**config.mk**
```make
export PLATFORM = sky130hd
export DESIGN_NAME = pipe_run_ctrl
export DESIGN_NICKNAME = d
export VERILOG_FILES = /design/src/rtl/pipe_ctrl_pkg.sv /design/src/rtl/dump_seq.sv /design/src/rtl/pipe_run_ctrl.sv
export SDC_FILE = /design/constraint.sdc
export NUM_CORES = 1
export LEC_CHECK = 0
export CAP_MARGIN = 25
export CORE_UTILIZATION = 40
export CTS_CLUSTER_SIZE = 12
export DETAILED_ROUTE_END_ITERATION = 8
export PLACE_DENSITY = 0.8
export SETUP_SLACK_MARGIN = 0.02
export SKIP_CTS_REPAIR_TIMING = 1
export SLEW_MARGIN = 20
export SYNTH_ARGS = -nofsm -noshare
export SYNTH_HDL_FRONTEND = slang
export SYNTH_SLANG_ARGS = --single-unit
```
**constraint.sdc**
```tcl
create_clock -name i_clk -period 2.5 [get_ports i_clk]
set_clock_uncertainty 0.05 [all_clocks]
set_input_delay 0.5 -clock i_clk [delete_from_list [all_inputs] [get_ports i_clk]]
set_output_delay 0.5 -clock i_clk [all_outputs]
set_load 0.1 [all_outputs]
```
**src/rtl/pipe_ctrl_pkg.sv**
```systemverilog
// Shared definitions for the pipeline run controller.
//   - Command codes driven on i_cmd.
//   - Controller state encodings (also exported on o_state for debug).
//   - Default halt instruction encoding.
//   - state_flags(): decodes a state into its {busy, cmd_ready, pipe_en} outputs.
package pipe_ctrl_pkg;

  typedef enum logic [2:0] {
    CMD_NOP  = 3'd0,
    CMD_LOAD = 3'd1,
    CMD_RUN  = 3'd2,
    CMD_STEP = 3'd3,
    CMD_STOP = 3'd4,
    CMD_DUMP = 3'd5
  } cmd_e;

  typedef enum logic [2:0] {
    ST_IDLE  = 3'd0,
    ST_LOAD  = 3'd1,
    ST_RUN   = 3'd2,
    ST_STEP  = 3'd3,
    ST_DRAIN = 3'd4,
    ST_DUMP  = 3'd5
  } state_e;

  localparam logic [31:0] HALT_WORD_DEFAULT = 32'hFFFF_FFFF;

  // Output flags that depend only on the state being entered:
  // [2] busy, [1] command ready, [0] pipeline enable.
  function automatic logic [2:0] state_flags(input state_e s);
    logic busy;
    logic ready;
    logic pipe_en;
    busy    = (s != ST_IDLE);
    ready   = (s == ST_IDLE) || (s == ST_RUN);
    pipe_en = (s == ST_RUN) || (s == ST_STEP) || (s == ST_DRAIN);
    return {busy, ready, pipe_en};
  endfunction

endpackage

```
**src/rtl/dump_seq.sv**
```systemverilog
// Dump index sequencer.
// Streams indices 0..DUMP_WORDS-1 with a valid/ready handshake, one index per
// accepted transfer, then stops (no wrap).
// Ports:
//   i_clk, i_rst : clock, synchronous active-high reset
//   start        : begin a new dump at index 0 (valid rises next cycle)
//   ready        : consumer accepts the current index
//   valid        : registered index valid
//   idx          : registered index
//   done         : strobe, high in the cycle the final index is accepted
module dump_seq
  #(parameter int DUMP_WORDS = 96)
  (
    input  logic       i_clk,
    input  logic       i_rst,
    input  logic       start,
    input  logic       ready,
    output logic       valid,
    output logic [6:0] idx,
    output logic       done
  );

  localparam logic [6:0] LAST_IDX = 7'(DUMP_WORDS - 1);

  logic       valid_reg;
  logic [6:0] idx_reg;

  // Lets the parent leave its dump state on the same edge valid drops.
  assign done  = valid_reg && ready && (idx_reg == LAST_IDX);
  assign valid = valid_reg;
  assign idx   = idx_reg;

  always_ff @(posedge i_clk) begin
    if (i_rst) begin
      valid_reg <= 1'b0;
      idx_reg   <= '0;
    end else if (start) begin
      valid_reg <= 1'b1;
      idx_reg   <= '0;
    end else if (valid_reg && ready) begin
      if (idx_reg == LAST_IDX) begin
        valid_reg <= 1'b0;
        idx_reg   <= '0;
      end else begin
        idx_reg <= idx_reg + 7'd1;
      end
    end
  end

endmodule

```
**src/rtl/pipe_run_ctrl.sv**
```systemverilog
// Pipeline run controller: loads a program into instruction memory, runs or
// single-steps the pipeline, drains it on halt/stop, and sequences a
// register/data dump.
// Optional feature: define PIPE_CYCLE_CNT_EN to add o_cycle_count, a
// saturating count of cycles with o_pipe_en=1 (cleared on reset and LOAD).
// Ports:
//   i_clk, i_rst                    : clock, synchronous active-high reset
//   i_cmd_valid, i_cmd, o_cmd_ready : command handshake (codes in pipe_ctrl_pkg)
//   i_load_valid, i_load_data       : program words while loading
//   o_inst_we, o_inst_addr, o_inst_data : instruction-memory write port
//   i_if_id_instr                   : instruction currently in IF/ID
//   o_pipe_en                       : pipeline clock enable
//   o_dump_valid, o_dump_idx, i_dump_ready : dump index stream
//   o_busy, o_halted, o_state       : status
module pipe_run_ctrl
  import pipe_ctrl_pkg::*;
  #(
    parameter int                SIZE            = 32,
    parameter int                MAX_INSTRUCTION = 64,
    parameter int                DRAIN_CYCLES    = 4,
    parameter int                DUMP_WORDS      = 96,
    parameter logic [SIZE-1:0]   HALT_WORD       = HALT_WORD_DEFAULT
  )
  (
    input  logic            i_clk,
    input  logic            i_rst,
    input  logic            i_cmd_valid,
    input  logic [2:0]      i_cmd,
    output logic            o_cmd_ready,
    input  logic            i_load_valid,
    input  logic [SIZE-1:0] i_load_data,
    output logic            o_inst_we,
    output logic [SIZE-1:0] o_inst_addr,
    output logic [SIZE-1:0] o_inst_data,
    input  logic [SIZE-1:0] i_if_id_instr,
    output logic            o_pipe_en,
    output logic            o_dump_valid,
    output logic [6:0]      o_dump_idx,
    input  logic            i_dump_ready,
    output logic            o_busy,
    output logic            o_halted,
    output logic [2:0]      o_state
`ifdef PIPE_CYCLE_CNT_EN
    ,
    output logic [31:0]     o_cycle_count
`endif
  );

  localparam int CNT_W   = $clog2(MAX_INSTRUCTION + 1);
  localparam int DRAIN_W = $clog2(DRAIN_CYCLES + 1);

  state_e              state_reg;
  logic                busy_reg;
  logic                ready_reg;
  logic                pipe_en_reg;
  logic                halted_reg;
  logic                halt_pend_reg;  // drain was triggered by the halt word
  logic [CNT_W-1:0]    count_reg;
  logic [DRAIN_W-1:0]  drain_cnt_reg;
  logic                we_reg;
  logic [SIZE-1:0]     addr_reg;
  logic [SIZE-1:0]     data_reg;

  logic cmd_fire;
  logic load_accept;
  logic dump_start;
  logic dump_done;
  logic halt_seen;

  assign cmd_fire    = i_cmd_valid && ready_reg;
  assign load_accept = cmd_fire && (state_reg == ST_IDLE) && (i_cmd == CMD_LOAD);
  assign dump_start  = cmd_fire && (state_reg == ST_IDLE) && (i_cmd == CMD_DUMP);
  assign halt_seen   = (i_if_id_instr == HALT_WORD);

  always_ff @(posedge i_clk) begin
    if (i_rst) begin
      state_reg                             <= ST_IDLE;
      {busy_reg, ready_reg, pipe_en_reg}    <= state_flags(ST_IDLE);
      halted_reg                            <= 1'b0;
      halt_pend_reg                         <= 1'b0;
      count_reg                             <= '0;
      drain_cnt_reg                         <= '0;
      we_reg                                <= 1'b0;
      addr_reg                              <= '0;
      data_reg                              <= '0;
    end else begin
      we_reg <= 1'b0;
      case (state_reg)
        ST_IDLE: begin
          if (cmd_fire) begin
            case (i_cmd)
              CMD_LOAD: begin
                state_reg                          <= ST_LOAD;
                {busy_reg, ready_reg, pipe_en_reg} <= state_flags(ST_LOAD);
                count_reg                          <= '0;
                halted_reg                         <= 1'b0;
              end
              CMD_RUN: begin
                if (!halted_reg) begin
                  state_reg                          <= ST_RUN;
                  {busy_reg, ready_reg, pipe_en_reg} <= state_flags(ST_RUN);
                end
              end
              CMD_STEP: begin
                if (!halted_reg) begin
                  state_reg                          <= ST_STEP;
                  {busy_reg, ready_reg, pipe_en_reg} <= state_flags(ST_STEP);
                end
              end
              CMD_DUMP: begin
                state_reg                          <= ST_DUMP;
                {busy_reg, ready_reg, pipe_en_reg} <= state_flags(ST_DUMP);
              end
              default: ;
            endcase
          end
        end

        ST_LOAD: begin
          if (i_load_valid) begin
            we_reg    <= 1'b1;
            addr_reg  <= SIZE'(count_reg) << 2;
            data_reg  <= i_load_data;
            count_reg <= count_reg + 1'b1;
            // The halt word itself is written; the load ends with it.
            if ((i_load_data == HALT_WORD) ||
                (count_reg == CNT_W'(MAX_INSTRUCTION - 1))) begin
              state_reg                          <= ST_IDLE;
              {busy_reg, ready_reg, pipe_en_reg} <= state_flags(ST_IDLE);
            end
          end
        end

        ST_RUN: begin
          // Halt takes priority over a simultaneous STOP.
          if (halt_seen) begin
            state_reg                          <= ST_DRAIN;
            {busy_reg, ready_reg, pipe_en_reg} <= state_flags(ST_DRAIN);
            halt_pend_reg                      <= 1'b1;
            drain_cnt_reg                      <= '0;
          end else if (cmd_fire && (i_cmd == CMD_STOP)) begin
            state_reg                          <= ST_DRAIN;
            {busy_reg, ready_reg, pipe_en_reg} <= state_flags(ST_DRAIN);
            halt_pend_reg                      <= 1'b0;
            drain_cnt_reg                      <= '0;
          end
        end

        ST_STEP: begin
          if (halt_seen) begin
            state_reg                          <= ST_DRAIN;
            {busy_reg, ready_reg, pipe_en_reg} <= state_flags(ST_DRAIN);
            halt_pend_reg                      <= 1'b1;
            drain_cnt_reg                      <= '0;
          end else begin
            state_reg                          <= ST_IDLE;
            {busy_reg, ready_reg, pipe_en_reg} <= state_flags(ST_IDLE);
          end
        end

        ST_DRAIN: begin
          if (drain_cnt_reg == DRAIN_W'(DRAIN_CYCLES - 1)) begin
            state_reg                          <= ST_IDLE;
            {busy_reg, ready_reg, pipe_en_reg} <= state_flags(ST_IDLE);
            halted_reg                         <= halt_pend_reg;
            halt_pend_reg                      <= 1'b0;
            drain_cnt_reg                      <= '0;
          end else begin
            drain_cnt_reg <= drain_cnt_reg + 1'b1;
          end
        end

        ST_DUMP: begin
          if (dump_done) begin
            state_reg                          <= ST_IDLE;
            {busy_reg, ready_reg, pipe_en_reg} <= state_flags(ST_IDLE);
          end
        end

        default: begin
          state_reg                          <= ST_IDLE;
          {busy_reg, ready_reg, pipe_en_reg} <= state_flags(ST_IDLE);
        end
      endcase
    end
  end

  dump_seq #(.DUMP_WORDS(DUMP_WORDS)) u_dump_seq (
    .i_clk (i_clk),
    .i_rst (i_rst),
    .start (dump_start),
    .ready (i_dump_ready),
    .valid (o_dump_valid),
    .idx   (o_dump_idx),
    .done  (dump_done)
  );

`ifdef PIPE_CYCLE_CNT_EN
  logic [31:0] cycle_cnt_reg;

  // Counts the registered enable, so the total matches the cycles the
  // pipeline actually saw o_pipe_en high.
  always_ff @(posedge i_clk) begin
    if (i_rst || load_accept) begin
      cycle_cnt_reg <= '0;
    end else if (pipe_en_reg && !(&cycle_cnt_reg)) begin
      cycle_cnt_reg <= cycle_cnt_reg + 32'd1;
    end
  end

  assign o_cycle_count = cycle_cnt_reg;
`else
  logic unused_load_accept;
  assign unused_load_accept = load_accept;
`endif

  assign o_cmd_ready = ready_reg;
  assign o_inst_we   = we_reg;
  assign o_inst_addr = addr_reg;
  assign o_inst_data = data_reg;
  assign o_pipe_en   = pipe_en_reg;
  assign o_busy      = busy_reg;
  assign o_halted    = halted_reg;
  assign o_state     = state_reg;

endmodule

```
==> Word level (Yosys, flattened, before mapping) <==
Index checks and enable logic that the tools add are counted.
{ "totals": {"elab_cells": 130, "reg_bits": 66, "input_bits": 72, "output_inout_bits": 80} }
{ "op_classes": {"add_sub_neg": 3, "bitwise_logic": 1, "muxes": 58, "reduce_logical": 26, "eq_ne": 29} }
{ "op_table": {"columns": ["op", "n"], "rows": [
  ["$eq 32x32->1 const B", 2],
  ["$mux 3", 14],
  ["$mux 1", 28],
  ["$mux 7", 4],
  ["$pmux 1 s6", 3],
  ["$pmux 3 s6", 1],
  ["$reduce_and 9->1", 2],
  ["$eq 3x2->1 const B", 5],
  ["$ne 3x3->1 const B", 5],
  ["$add 7x1->7 const B", 2],
  ["$pmux 7 s2", 1],
  ["$eq 3x3->1 const B", 4],
  ["$ne 2x2->1 const B", 6],
  ["$pmux 3 s4", 1],
  ["$reduce_and 4->1", 3],
  ["$pmux 3 s3", 1],
  ["$reduce_and 8->1", 1],
  ["$reduce_bool 2->1", 4],
  ["$reduce_or 2->1", 4],
  ["$eq 7x6->1 const B", 1],
  ["$eq 7x7->1 const B", 1],
  ["$eq 3x1->1 const B", 2],
  ["$logic_and 1x1->1", 6],
  ["$pmux 1 s2", 3],
  ["11 further kinds", 13]
]} }

==> Logic depth before layout (Yosys ltp) <==
Gate-level depths: netlist of the first run.
{ "logic_depth": {"depth_word": 5, "depth_mapped": 7, "ltp_nobuf": 6} }

==> By module <==
From an unflattened synthesis of the first run, not the netlist that was laid out.
{ "hier_totals": {"cells_unflattened": 391, "area_unflattened_um2": 3146.8} }
{ "modules_own_cells": {"columns": ["mod", "seq_area_each_um2", "area_per_inst_um2", "instances", "cells_per_inst"], "rows": [
  ["pipe_run_ctrl", 1161.1, 2773.9, 1, 346],
  ["dump_seq", 160.2, 372.9, 1, 45]
]} }

==> Least setup slack after synthesis of the first run <==
Ideal clock, no wire load.
{ "synth_path": {"path_kind": "register -> register", "start": "reg ready_reg (netlist: o_cmd_ready)", "end": "reg pipe_en_reg (netlist: o_pipe_en)", "t_arrival_ns": 2.537, "stages_incl_launch_ff": 6, "path_buffers": 0, "synth_period_minus_slack_ns": 2.711, "required_time_ns": 2.327, "setup_time_ns": 0.123, "setup_slack_ns": -0.211, "cell_sequence": "dfxtp_1 nand2_1 nor4b_1 a211oi_1 nor3_2 mux2_1"} }
{ "synth_via": {"elab_chain_len": 4, "elab_cells_between_ends": 5, "classes_between": "eq/ne (2); reduce/logical (3)"} }
{ "synth_rtl": {"columns": ["element", "line_no", "text"], "rows": [
  ["start: declaration", "pipe_run_ctrl.sv:54", "logic ready_reg;"],
  ["start signal: assignment", "pipe_run_ctrl.sv:78", "{busy_reg, ready_reg, pipe_en_reg} <= state_flags(ST_IDLE);"],
  ["start signal: assignment", "pipe_run_ctrl.sv:94", "{busy_reg, ready_reg, pipe_en_reg} <= state_flags(ST_LOAD);"],
  ["start signal: assignment", "pipe_run_ctrl.sv:101", "{busy_reg, ready_reg, pipe_en_reg} <= state_flags(ST_RUN);"],
  ["$logic_and 1x1->1 (*)", "pipe_run_ctrl.sv:70", "assign cmd_fire = i_cmd_valid && ready_reg;"],
  ["$logic_and 1x1->1", "pipe_run_ctrl.sv:141", "end else if (cmd_fire && (i_cmd == CMD_STOP)) begin"],
  ["$ne 3x3->1 (no line)", null, null],
  ["$reduce_and 8->1 (no line) (*)", null, null],
  ["end signal: assignment", "pipe_run_ctrl.sv:78", null],
  ["end signal: assignment", "pipe_run_ctrl.sv:138", "{busy_reg, ready_reg, pipe_en_reg} <= state_flags(ST_DRAIN);"],
  ["end signal: assignment", "pipe_run_ctrl.sv:143", "{busy_reg, ready_reg, pipe_en_reg} <= state_flags(ST_DRAIN);"],
  ["end: declaration", "pipe_run_ctrl.sv:55", "logic pipe_en_reg;"]
]} }
Every way passes the cells marked *; elsewhere a longest branch is shown, timed or not.
A chain may end at the register's enable or synchronous reset.

==> Final worst setup path of the first run <==
{ "layout_path": {"start": "in i_load_data[6]", "end": "reg state_reg[0] (netlist: o_state[0])"} }
{ "layout_via": {"elab_chain_len": 4} }
{ "layout_rtl": {"columns": ["element", "line_no", "text"], "rows": [
  ["start: declaration", "pipe_run_ctrl.sv:31", "input logic [SIZE-1:0] i_load_data,"],
  ["$eq 32x32->1", "pipe_run_ctrl.sv:126", "if ((i_load_data == HALT_WORD) ||"],
  ["$logic_or 1x1->1", "pipe_run_ctrl.sv:126", null],
  ["$ne 2x2->1 (no line)", null, null],
  ["$reduce_and 9->1 (no line)", null, null],
  ["end signal: assignment", "pipe_run_ctrl.sv:128", "state_reg <= ST_IDLE;"],
  ["end signal: assignment", "pipe_run_ctrl.sv:137", "state_reg <= ST_DRAIN;"],
  ["end signal: assignment", "pipe_run_ctrl.sv:142", "state_reg <= ST_DRAIN;"],
  ["end: declaration", "pipe_run_ctrl.sv:52", "state_e state_reg;"]
]} }
No other way between the ends.

==> run_results.csv, run 1 <==
group,metric,value,unit
yosys,synth_edf_count,0,
timing,setup_viol,0,
yosys,synth_top_area_frac,0.430,
worst_setup_path,cp.required,2.71,ns
timing,slew_violations,0,
worst_setup_path,crit_type,"input port to flip-flop",
timing,grt_setup_unrepaired,"false",
final_layout,largest_register_ffs,32,
yosys,async_reset_ff_frac,0,
floorplan,die_w,89.6,µm
worst_setup_path,critPathTopFamily,"simple AND/OR/NAND/NOR gates",
status,outcome,"finished, final reports clean",
place,placed_cell_area,4250,µm²
run,cap_violations,0,
global_routing,grt_max_degree,43,
clock_network,clock_sinks,66,
yosys,synthTopCellsByArea,"dfxtp_1, nand2_1, a21oi_1",
final_layout,syn_to_final_growth,47.1,%
yosys,ys_ff_latch,66,
clock_network,cts-root-buf,"clkbuf_8",
global_routing,antenna_found_initial,0,
floorplan,rows,31,
final_layout,postLayoutCellArea,4520,µm²
global_routing,track_usage,0.197,
floorplan,floorplan.initialDensity,0.419,
timing,relSlewSlack,0.583,
clock_network,numCtsBuffers,9,
place,hpwl,5980,µm
pwr,p_leak,0.00181,µW
worst_setup_path,worstPathArrival,2.48,ns
detailed_routing,wl,8050,µm
worst_setup_path,cp_slowest_cell,"or4_1",
clock_network,cts.reportedPaths.clkPinSlew,0.07,ns
worst_setup_path,path_max_fanout,4,
detailed_routing,drcViolationCount,0,
timing,min_period,2.27,ns
yosys,syn_area,3070,µm²
worst_setup_path,cp_cell_sequence,"clkdlybuf4s50_1, nand4_1, nor4_1, a221oi_1, or4_1, a21oi_1",
worst_setup_path,slowest_delay,0.54,ns
floorplan,die_h,89.6,µm
worst_hold_path,worstHoldPathType,"flip-flop to flip-flop",
floorplan,coreArea,7330,µm²
worst_setup_path,crit_buf_inv,1,
place,gp_congestion,0.779,
yosys,synthCells,382,
timing,max_freq,441,MHz
final_layout,finalNetCount,588,
detailed_routing,first_iter_violations,113,
place,io_buffers,126,
detailed_routing,wire_per_inst,13.0,µm
timing,period_share,0.908,
floorplan,dieArea,8030,µm²
timing,hold_viol,0,
pwr,ir_drop,479,µV
clock_network,cts_tree,"built",
yosys,ys_warn_count,0,
yosys,synthDistinctLibCells,55,
yosys,postSynthAreaPerCell,8.04,µm²
worst_setup_path,end_kind,"flip-flop",
global_routing,grt_pass1_vias,2649,
floorplan,io_pins,152,
detailed_routing,ant_nets,0,
yosys,synth_largest_area_cell,"dfxtp_1",
clock_network,insertion_delay,0.33,ns
clock_network,htreeDepth,3,
global_routing,grt_first_pass_wirelength,12100,µm
final_layout,stdcell_count,617,
worst_setup_path,cp-start-kind,"input port",
yosys,synthFlopType,"dfxtp_1",
place,dp_cells,601,
final_layout,num_antenna_cells,0,
detailed_routing,dr.pass1.iters,5,
detailed_routing,viasPerCell,4.92,
clock_network,cts-root-to-sink-buffers,2,
global_routing,gr-total-overflow,0,
timing,holdWs,0.404,ns
yosys,ys_seq_area_frac,0.430,
detailed_routing,dr_total_vias,3036,
timing,tightest_slew,0.625,ns
pwr,powerDensity,929,nW/µm²
final_layout,drive_gt1_frac,0.201,
==> report_power, final <==
| group | leakage [µW] | internal, µW | switching [µW] |
|---|---|---|---|
| registers | 0.000535 | 1160 | 112 |
| logic | 0.00114 | 450 | 1280 |
| clock network | 0.000134 | 790 | 400 |
==> synth_stat cells (4+ instances only) <==
library cell  number
nand2_1           96
nand3_1            4
dfxtp_1           66
buf_4             26
nor4_1             4
a21oi_1           46
nor3_1             4
clkbuf_1          16
or2_2              5
xor2_1             6
xnor2_1            4
nand2b_1           8
nand4_1           20
nor2_1            24
==> through the flow <==
stage	total power (µW)	setup WS, ns	util	TNS, ns
floorplan	2620	0.0690	-	0
global placement	3000	-0.0429	0.580	-0.0429
detailed placement	3030	-0.118	0.580	-0.227
CTS	4220	0.227	0.616	0
global route	4360	0.142	0.616	0
finish	4200	0.231	0.616	0
==> layer usage <==
metal	GRT usage	part of all wire	vias to the layer above
met5	0	0	-
met4	0.0909	0.014	0
met3	0.0430	0.078	12
met2	0.331	0.48	124
met1	0.240	0.43	1381
li1	-	-	1519
==> cell type report <==
type / count / area (µm²)
fill: 656 / 2820
multi-input combinational: 293 / 1560
sequential: 66 / 1330
timing repair buffer: 140 / 1220
clock buffer: 11 / 141
clock inverter: 5 / 125
tap: 99 / 124
inverter: 3 / 11.3
==> cells in the final DEF, fill, tap and decap left out, types with 2 or more instances in the layout <==
cell,count
ha_1,3
a211oi_1,2
nor3_1,3
mux2i_1,3
conb_1,25
bufinv_16,4
nor2_1,24
xor2_1,6
inv_1,3
clkbuf_8,10
or3_1,2
a21oi_1,46
nand4b_1,2
nor4_1,4
nor3_2,2
nand2b_1,8
or2_2,5
nor2b_1,2
dfxtp_2,4
a221oi_1,2
clkdlybuf4s50_1,70
nand2_1,96
a21o_1,2
nand3_1,4
nand4_1,20
dfxtp_1,62
xnor2_1,4
buf_4,69
==> worst paths after layout <==
path	from	end	slack (ns)	cells past startpoint
setup / recovery	i_load_data[6]	o_state[0]	0.23	6
hold / removal	o_inst_data[9]	o_inst_data[9]	0.40	2
setup reg to reg	o_state[0]	count_reg[0]	0.49	4
hold reg to reg	o_inst_data[9]	o_inst_data[9]	0.40	2
==> tightest hold or removal path, cell delays in order (launching register included) <==
cell     delay (ns)
dfxtp_1        0.31
nand2_1        0.05
a21oi_1        0.05
==> cells by family (layout without fill, tap and decap cells) <==
group / Yosys count / in the layout / synth area share
AO/OA/AOI/OAI: 65 / 65 / 0.131
XOR/XNOR: 10 / 10 / 0.0285
adder cells (fa/ha/maj): 3 / 3 / 0.0122
buffers and inverters: 47 / 159 / 0.0913
flip-flops: 66 / 66 / 0.430
multiplexers: 5 / 5 / 0.0171
other: 1 / 25 / 0.00122
AND/OR/NAND/NOR: 185 / 185 / 0.289
No activity file was read; power rests on OpenSTA's default activity.
==> run 2, diff against run 1 <==
ABC_CLOCK_PERIOD_IN_PS = 2500   (was not set)
CORE_ASPECT_RATIO = 0.75   (was not set)
SLEW_MARGIN = not set   (was 20)
==> run 2 against run 1 <==
Compared with the run above: design area shrank 1.1%; die area is essentially flat; first-iteration DRC count grew 22%; sequential power is essentially flat; largest cell class unchanged; sequential share of layout area grew 0.31 points; combinational power is essentially flat; critical path type unchanged; power shrank 6.0%; flip-flop and latch count is the same; critical path depth is the same; fmax grew 1.8%; hold slack gained 0.0031 ns.
==> run_results.csv, run 2 (same netlist as run 1, synthesis figures left out) <==
group,metric,value,unit
worst_setup_path,worstPathArrival,2.44,ns
final_layout,syn_to_final_growth,45.5,%
floorplan,coreArea,7400,µm²
final_layout,finalNetCount,588,
pwr,ir_drop,478,µV
final_layout,n_fill_cell,657,
final_layout,most-common-layout-cells,"nand2_1, clkdlybuf4s50_1, buf_4",
worst_setup_path,endpoint,"o_state[0]",
timing,grt_setup_unrepaired,"false",
timing,setup_ws,0.272,ns
detailed_routing,top_layer,"met4",
place,placed_cell_area,4260,µm²
clock_network,cts-root-buf,"clkbuf_8",
clock_network,cts_tree,"built",
clock_network,insertion_delay,0.34,ns
global_routing,track_usage,0.208,
final_layout,largest_register_ffs,32,
final_layout,num_antenna_cells,0,
worst_setup_path,cp-startpoint,"i_load_data[21]",
worst_setup_path,crit_type,"input port to flip-flop",
detailed_routing,dr_wl_met2,3880,µm
timing,slew_violations,0,
floorplan,die_w,103,µm
detailed_routing,dr_total_vias,3045,
floorplan,floorplan.initialDensity,0.415,
worst_setup_path,end_kind,"flip-flop",
timing,tightest_slew,0.558,ns
floorplan,die_h,77.9,µm
detailed_routing,dr_wl_met3,658,µm
timing,holdWs,0.407,ns
timing,hold_viol,0,
floorplan,io_pins,152,
clock_network,cts-root-to-sink-buffers,2,
worst_setup_path,r2r_start,"o_state[1]",
worst_setup_path,r2r_slack,0.37,ns
clock_network,clock_sinks,66,
global_routing,antenna_found_initial,0,
clock_network,numCtsBuffers,9,
run,cap_violations,0,
final_layout,layout_commonest_cell,"nand2_1",
timing,max_freq,449,MHz
detailed_routing,dr.pass1.iters,4,
worst_hold_path,worstHoldPathType,"flip-flop to flip-flop",
worst_setup_path,cp-start-kind,"input port",
worst_setup_path,rr_endpoint,"o_pipe_en",
detailed_routing,first_iter_violations,138,
floorplan,rows,27,
detailed_routing,wl,8180,µm
status,outcome,"finished, final reports clean",
timing,relSlewSlack,0.628,
final_layout,postLayoutCellArea,4470,µm²
timing,setup_viol,0,
global_routing,grt_pass1_vias,2846,
floorplan,dieArea,8030,µm²
global_routing,grt_first_pass_wirelength,12900,µm
global_routing,gr-total-overflow,0,
place,place_ws,-0.0294,ns
timing,min_period,2.23,ns
timing,period_share,0.891,
detailed_routing,viasPerCell,4.93,
final_layout,drive_gt1_frac,0.199,
pwr,switching_share,0.455,
place,gp_congestion,0.849,
pwr,power_switching,1790,µW
worst_setup_path,path_max_fanout,4,
detailed_routing,wl_met1,3570,µm
global_routing,grt_max_degree,43,
place,hpwl,6130,µm
pwr,p_comb_frac,0.443,
pwr,p_leak,0.00178,µW
place,io_buffers,126,
detailed_routing,drcViolationCount,0,
clock_network,htreeDepth,3,
pwr,clockPowerShare,0.235,
clock_network,cts.reportedPaths.clkPinSlew,0.07,ns
detailed_routing,wire_per_inst,13.2,µm
detailed_routing,ant_nets,0,
pwr,p_int,2150,µW
worst_setup_path,cp.required,2.71,ns
pwr,p_seq_frac,0.322,
worst_setup_path,reg2reg_depth,5,
pwr,powerDensity,883,nW/µm²
run 2: cell count changes in the layout (fill, tap and decap cells not counted):
cell	delta
buf_12	+1
buf_4	-1
bufinv_16	-3
clkbuf_8	+2
run 2: metrics by stage:
step / util / total power, µW / std cells / setup TNS [ns]
4_1_cts: 0.604 / 3960 / 618 / 0
3_3_place_gp: 0.576 / 3010 / 603 / 0
2_1_floorplan: - / 2620 / 406 / 0
5_1_grt: 0.604 / 4110 / 618 / 0
3_5_place_dp: 0.576 / 3040 / 603 / -0.0294
6_report: 0.604 / 3950 / 618 / 0
run 2: worst min-delay path by stage:
stage	startpoint	endpoint	cells after the start
floorplan	count_reg[6]	o_inst_addr[8]	2
global placement	o_inst_data[10]	o_inst_data[10]	2
detailed placement	o_inst_data[11]	o_inst_data[11]	2
CTS	o_inst_data[11]	o_inst_data[11]	2
global route	o_inst_data[28]	o_inst_data[28]	2
finish	o_inst_addr[6]	o_inst_addr[6]	2
run 2: layout make-up:
type,instances,area [µm²],area share
multi-input cells,293,1560,0.350
flip-flops and latches,66,1330,0.297
repair buffers,140,1240,0.277
clock buffers,13,169,0.0378
well taps,101,126,0.0283
clock inverters,2,35.0,0.00784
inverters,3,11.3,0.00252
run 2: routing by layer:
| metal | track usage | vias to the layer above |
|---|---|---|
| met2 | 0.343 | 101 |
| met3 | 0.0829 | 10 |
| met4 | 0.0535 | 0 |
| li1 | - | 1521 |
| met1 | 0.252 | 1413 |
| met5 | 0 | - |
run 2: power by group through the flow:
stage / combinational, µW / sequential [µW] / clock, µW
2_1_floorplan: 654 / 1970 / 0
3_3_place_gp: 1720 / 1290 / 0
3_5_place_dp: 1740 / 1290 / 0
4_1_cts: 1750 / 1270 / 939
5_1_grt: 1830 / 1290 / 989
6_report: 1750 / 1270 / 927
run 2: worst max-delay path, stage by stage:
cell	delay, ns
clkdlybuf4s50_1	0.50
nand4_1	0.09
nor4_1	0.41
a221oi_1	0.23
or4_1	0.54
a21oi_1	0.16
